**src/rtl/stage_memory.sv**
```systemverilog
// stage_memory: memory stage of the five-stage RV32 pipeline.
//
// Takes the registered execute results, performs loads and stores over a
// single-outstanding data-bus handshake, turns jumps and taken branches into
// a combinational redirect pulse, and registers the writeback record.
//
// Ports:
//   clk, reset_n                 clock (rising edge), async active-low reset
//   mem_valid .. wb_reg          op from execute, held stable while mem_stall=1
//   mem_stall                    hold execute while a bus access is pending
//   br_taken, br_target          redirect pulse and target (combinational)
//   mem_exc                      one-cycle misaligned/illegal access flag
//   dbus_req/we/addr/be/wdata    registered data-bus request
//   dbus_ack, dbus_rdata         bus completion and read data
//   wb_valid, wb_pc_r,
//   wb_reg_r, wb_data            registered writeback record
module stage_memory (
    input  logic        clk,
    input  logic        reset_n,
    input  logic        mem_valid,
    input  logic [31:0] mem_pc,
    input  logic [31:0] mem_data0,
    input  logic [31:0] mem_data1,
    input  logic        mem_read,
    input  logic        mem_write,
    input  logic        mem_extend,
    input  logic [1:0]  mem_width,
    input  logic        mem_jmp,
    input  logic        mem_br,
    input  logic        mem_br_inv,
    input  logic [4:0]  wb_reg,
    output logic        mem_stall,
    output logic        br_taken,
    output logic [31:0] br_target,
    output logic        mem_exc,
    output logic        dbus_req,
    output logic        dbus_we,
    output logic [31:0] dbus_addr,
    output logic [3:0]  dbus_be,
    output logic [31:0] dbus_wdata,
    input  logic        dbus_ack,
    input  logic [31:0] dbus_rdata,
    output logic        wb_valid,
    output logic [31:0] wb_pc_r,
    output logic [4:0]  wb_reg_r,
    output logic [31:0] wb_data
);

    typedef enum logic {IDLE, BUSY} state_t;

    state_t      state;
    state_t      state_nxt;
    logic        memop;
    logic        bad;
    logic        issue;
    logic        no_dest;
    logic [31:0] load_data;

    function automatic logic [3:0] byte_enables(input logic [1:0] width,
                                                input logic [1:0] ofs);
        case (width)
            2'd0:    byte_enables = 4'b0001 << ofs;
            2'd1:    byte_enables = 4'b0011 << ofs;
            default: byte_enables = 4'b1111;
        endcase
    endfunction

    function automatic logic [31:0] store_lanes(input logic [1:0]  width,
                                                input logic [31:0] d);
        case (width)
            2'd0:    store_lanes = {4{d[7:0]}};
            2'd1:    store_lanes = {2{d[15:0]}};
            default: store_lanes = d;
        endcase
    endfunction

    // Shift the addressed lane down to bit 0, then extend to 32 bits.
    function automatic logic [31:0] load_extend(input logic [1:0]  width,
                                                input logic        sext,
                                                input logic [1:0]  ofs,
                                                input logic [31:0] rdata);
        logic [31:0] lane;
        lane = rdata >> {ofs, 3'b000};
        case (width)
            2'd0:    load_extend = {{24{sext & lane[7]}}, lane[7:0]};
            2'd1:    load_extend = {{16{sext & lane[15]}}, lane[15:0]};
            default: load_extend = rdata;
        endcase
    endfunction

    assign memop = mem_valid & (mem_read | mem_write);
    assign bad   = memop & ((mem_width == 2'd3)
                          | ((mem_width == 2'd1) & mem_data0[0])
                          | ((mem_width == 2'd2) & (mem_data0[1:0] != 2'b00)));

    assign load_data = load_extend(mem_width, mem_extend, mem_data0[1:0], dbus_rdata);
    assign br_target = {mem_data1[31:1], 1'b0};

    // Stores, plain branches and faulting ops never write a register.
    assign no_dest = mem_write | (mem_br & ~mem_jmp) | bad;

    // FSM state register
    always_ff @(posedge clk or negedge reset_n) begin
        if (!reset_n) state <= IDLE;
        else          state <= state_nxt;
    end

    // FSM next-state logic
    always_comb begin
        state_nxt = state;
        case (state)
            IDLE:    if (memop & ~bad) state_nxt = BUSY;
            BUSY:    if (dbus_ack)     state_nxt = IDLE;
            default: state_nxt = IDLE;
        endcase
    end

    // FSM outputs
    always_comb begin
        issue     = 1'b0;
        mem_stall = 1'b0;
        case (state)
            IDLE: begin
                issue     = memop & ~bad;
                mem_stall = memop & ~bad;
            end
            BUSY:    mem_stall = ~dbus_ack;
            default: ;
        endcase
        br_taken = mem_valid & ~mem_stall
                 & (mem_jmp | (mem_br & (mem_data0[0] ^ mem_br_inv)));
    end

    // Bus request: fields latch on issue and hold until ack.
    always_ff @(posedge clk or negedge reset_n) begin
        if (!reset_n) begin
            dbus_req   <= 1'b0;
            dbus_we    <= 1'b0;
            dbus_addr  <= 32'd0;
            dbus_be    <= 4'd0;
            dbus_wdata <= 32'd0;
        end else if (issue) begin
            dbus_req   <= 1'b1;
            dbus_we    <= mem_write;
            dbus_addr  <= {mem_data0[31:2], 2'b00};
            dbus_be    <= byte_enables(mem_width, mem_data0[1:0]);
            dbus_wdata <= store_lanes(mem_width, mem_data1);
        end else if ((state == BUSY) && dbus_ack) begin
            dbus_req   <= 1'b0;
        end
    end

    // Writeback record and exception flag
    always_ff @(posedge clk or negedge reset_n) begin
        if (!reset_n) begin
            wb_valid <= 1'b0;
            wb_pc_r  <= 32'd0;
            wb_reg_r <= 5'd0;
            wb_data  <= 32'd0;
            mem_exc  <= 1'b0;
        end else begin
            mem_exc <= ~mem_stall & bad;
            if (mem_stall) begin
                wb_valid <= 1'b0;
            end else begin
                wb_valid <= mem_valid;
                wb_pc_r  <= mem_pc;
                wb_reg_r <= no_dest ? 5'd0 : wb_reg;
                // A bad load never reached the bus, so it takes the ALU value.
                wb_data  <= (mem_read & ~mem_write & ~bad) ? load_data : mem_data0;
            end
        end
    end

endmodule

```
**config.mk**
```make
export PLATFORM = sky130hd
export DESIGN_NAME = stage_memory
export DESIGN_NICKNAME = d
export VERILOG_FILES = /design/src/rtl/stage_memory.sv
export SDC_FILE = /design/constraint.sdc
export NUM_CORES = 1
export LEC_CHECK = 0
export CELL_PAD_IN_SITES_DETAIL_PLACEMENT = 1
export CELL_PAD_IN_SITES_GLOBAL_PLACEMENT = 1
export CORE_MARGIN = 5
export CORE_UTILIZATION = 27
export DETAILED_ROUTE_END_ITERATION = 12
export PLACE_DENSITY = 0.8
export SLEW_MARGIN = 25
export SYNTH_ARGS = -nofsm -noshare
export SYNTH_HDL_FRONTEND = slang
export SYNTH_SLANG_ARGS = --single-unit
```
**constraint.sdc**
```tcl
create_clock -name clk -period 3.2 [get_ports clk]
set_input_delay 0.96 -clock clk [delete_from_list [all_inputs] [get_ports clk]]
set_output_delay 0.96 -clock clk [all_outputs]
set_load 0.02 [all_outputs]
```
==> impl_metrics.ini <==
[outcome]
run_status = completed

[layout]
drive_gt1_frac = 0.103
fin_nets = 1224
area_growth_pct = 61.1
fin_area_um2 = 10900

[power]
p_sw_uw = 2240
p_total_uw = 6560
leakage_uw = 0.00483
power_density_nw_per_um2 = 602
p_comb_frac = 0.343
clockPowerShare = 0.302
switching_share = 0.342
irDropWorstVdd_v = 0.000264
pwr-share-seq = 0.354
intPower_uw = 4310

[routing]
wirelength_mm = 28.5
wl_per_cell_um = 20.1
drt_pre_antenna_iters = 4
drc = 0
vias = 6758
drtIter0Drc = 276
ant_nets = 0
vias_per_cell = 4.77

[setup_path]
cp-start-kind = primary input
cp.arrival_ps = 2200
cp-end-kind = output pin
crit_type = primary input to output pin
critPathRequiredTime_ps = 2240
critPathMaxFanout = 2

[floorplanning]
die_w_um = 168
fp.coreArea_um2 = 24500
die_h_um = 168
dieArea_um2 = 28300
core.rowCount = 57
initial_core_util = 0.276
num_io_pins = 320

[cts]
clk_pin_slew_ps = 60
htreeDepth = 4
root_buffer = clkbuf_16
cts_tree = built
cts_made_buffers = 17
clock-sinks = 140
clk_latency_ps = 420
cts_buffer_depth = 2
cts_hold_buf = 0

[timing]
maxSlewViolCount = 0
tightest_slew_ps = 852
max_freq_ghz = 0.316
timing.hold.ws_ps = 471
hold_violations = 0
clock_skew_ps = 7.75
setup_viol = 0
fin_setup_tns_ps = 0
slew-limit-headroom = 0.432
period_share = 0.988
layout_setup_ws_ps = 36.8
post-route-min-period_ps = 3160

[global_routing]
grt_pass1_wl_mm = 43.9
grt_pass1_vias = 7346
grt_max_degree = 77
antenna_found_initial = 2
gr-total-overflow = 0
grtUsageTotal = 0.199

[job]
drv_cap = 0

[place]
io_buffers = 316
dp_hpwl_mm = 21.7
gp_congestion = 0.815
post_dp_cell_area_um2 = 10300
dpl_worst_slack_ps = -880

[logic_synthesis]
yosysWarnings = 0
synth.distinct_cells = 43
syn_area_um2 = 6760
yosysSeqAreaShare = 0.519
async_reset_ff_frac = 1.00
synthFlopType = dfrtp_1
ys_ff_latch = 140
syn_area_per_cell_um2 = 8.76
synth-edff-count = 0
syn_inst = 771

[hold_path]
hp-class = flop to flop
## layer usage
metal	global-route usage	up-vias	routed length (um)
met1	0.233	3318	11100
met2	0.349	257	14400
li1	-	3151	-
met4	0.0512	2	558
met3	0.0654	30	2410
met5	0	-	8
## cell families (layout without fill, tap and decap cells)
logic type | count (synthesis) | in the layout | share of synthesized area
AOI/OAI and AO/OA | 177 | 177 | 0.161
xor gates and xnor gates | 2 | 2 | 0.00259
buffers and inverters | 97 | 416 | 0.0804
DFF | 140 | 140 | 0.519
muxes | 34 | 34 | 0.0507
other | 1 | 5 | 0.000555
and+or+nand+nor | 320 | 320 | 0.186
## flip-flops by register name (all words and copies together), names as in the netlist
| name | cells |
|---|---|
| wb_valid | 1 |
| wb_data | 32 |
| mem_exc | 1 |
| dbus_req | 1 |
| wb_reg_r | 5 |
| dbus_we | 1 |
| dbus_addr | 30 |
| state | 1 |
| dbus_wdata | 32 |
| dbus_be | 4 |
| wb_pc_r | 32 |
## path summary, 6_finish.rpt
kind / start / to / slack (ps) / depth (start not counted)
max: mem_width[0] / br_taken / 40 / 7
min: dbus_addr[18] / dbus_addr[18] / 470 / 2
max reg2reg: state / wb_data[6] / 1080 / 7
min reg2reg: dbus_addr[18] / dbus_addr[18] / 470 / 2
max in group asynchronous: reset_n / dbus_addr[6] / 2000 / 2
min in group asynchronous: reset_n / wb_pc_r[17] / 500 / 1
## worst max-delay path, cell delays in order
cell	delay, ps
buf_8	100
or3_4	400
a211oi_4	280
nor2_4	70
and2_4	140
nor2b_4	120
buf_6	130
## cell usage after synthesis (10+ instances only)
cell type / n / share of area
nor2_1: 43 / 0.024
nand2_1: 257 / 0.14
clkbuf_1: 23 / 0.013
o21ai_1: 12 / 0.0089
buf_4: 40 / 0.044
o21ai_0: 49 / 0.036
inv_1: 13 / 0.0072
dfrtp_1: 140 / 0.52
buf_2: 17 / 0.013
nor2b_1: 10 / 0.0093
a21oi_1: 58 / 0.043
mux2i_1: 32 / 0.047
## power by group through the flow
stage          clock network, uW  logic (uW)  registers, uW
2_1_floorplan                  0         574           2760
3_3_place_gp                   0        2230           2330
3_5_place_dp                   0        2270           2360
4_1_cts                     2040        2280           2330
5_1_grt                     2130        2410           2370
6_report                    1980        2250           2320
## layout by cell type (no fill, tap or decap), types with 2 or more instances in the layout
master	instances
clkdlybuf4s50_1	306
a21oi_2	8
nor2b_1	9
o21ai_1	12
bufinv_16	2
nand2_1	256
a22o_1	5
conb_1	3
o22ai_1	8
xor2_1	2
nor3_1	3
a211oi_1	2
a21oi_1	58
diode_2	2
buf_4	51
buf_2	3
buf_6	3
a32oi_1	7
o211ai_1	7
buf_12	3
clkinv_2	3
clkbuf_16	17
inv_1	13
dlygate4sd2_1	2
clkinvlp_4	3
a22oi_1	8
o311ai_0	3
clkbuf_1	2
o21ai_0	49
mux2i_1	32
nor2_1	42
inv_6	4
mux2_2	2
dfrtp_1	140
## stage by stage
stage	util	std cells
global placement	0.420	1382
CTS	0.445	1416
floorplan	-	773
global route	0.445	1417
detailed placement	0.420	1382
finish	0.445	1418
## timing repair
action	in CTS	in global routing
buffers inserted	2	0
endpoints found under the setup margin	2	2
gates cloned	0	0
pin swaps	4	2
resized for setup	34	0
## area by class of cell
cell class	count	area, um^2
diodes	2	5.00
clock inverters	13	141
clock buffers	19	433
multi-input cells	536	2750
inverters	14	52.6
repair buffers	370	3600
well taps	324	405
fillers	2805	13600
flip-flops and latches	140	3500
Power figures use the tool's default switching activity.
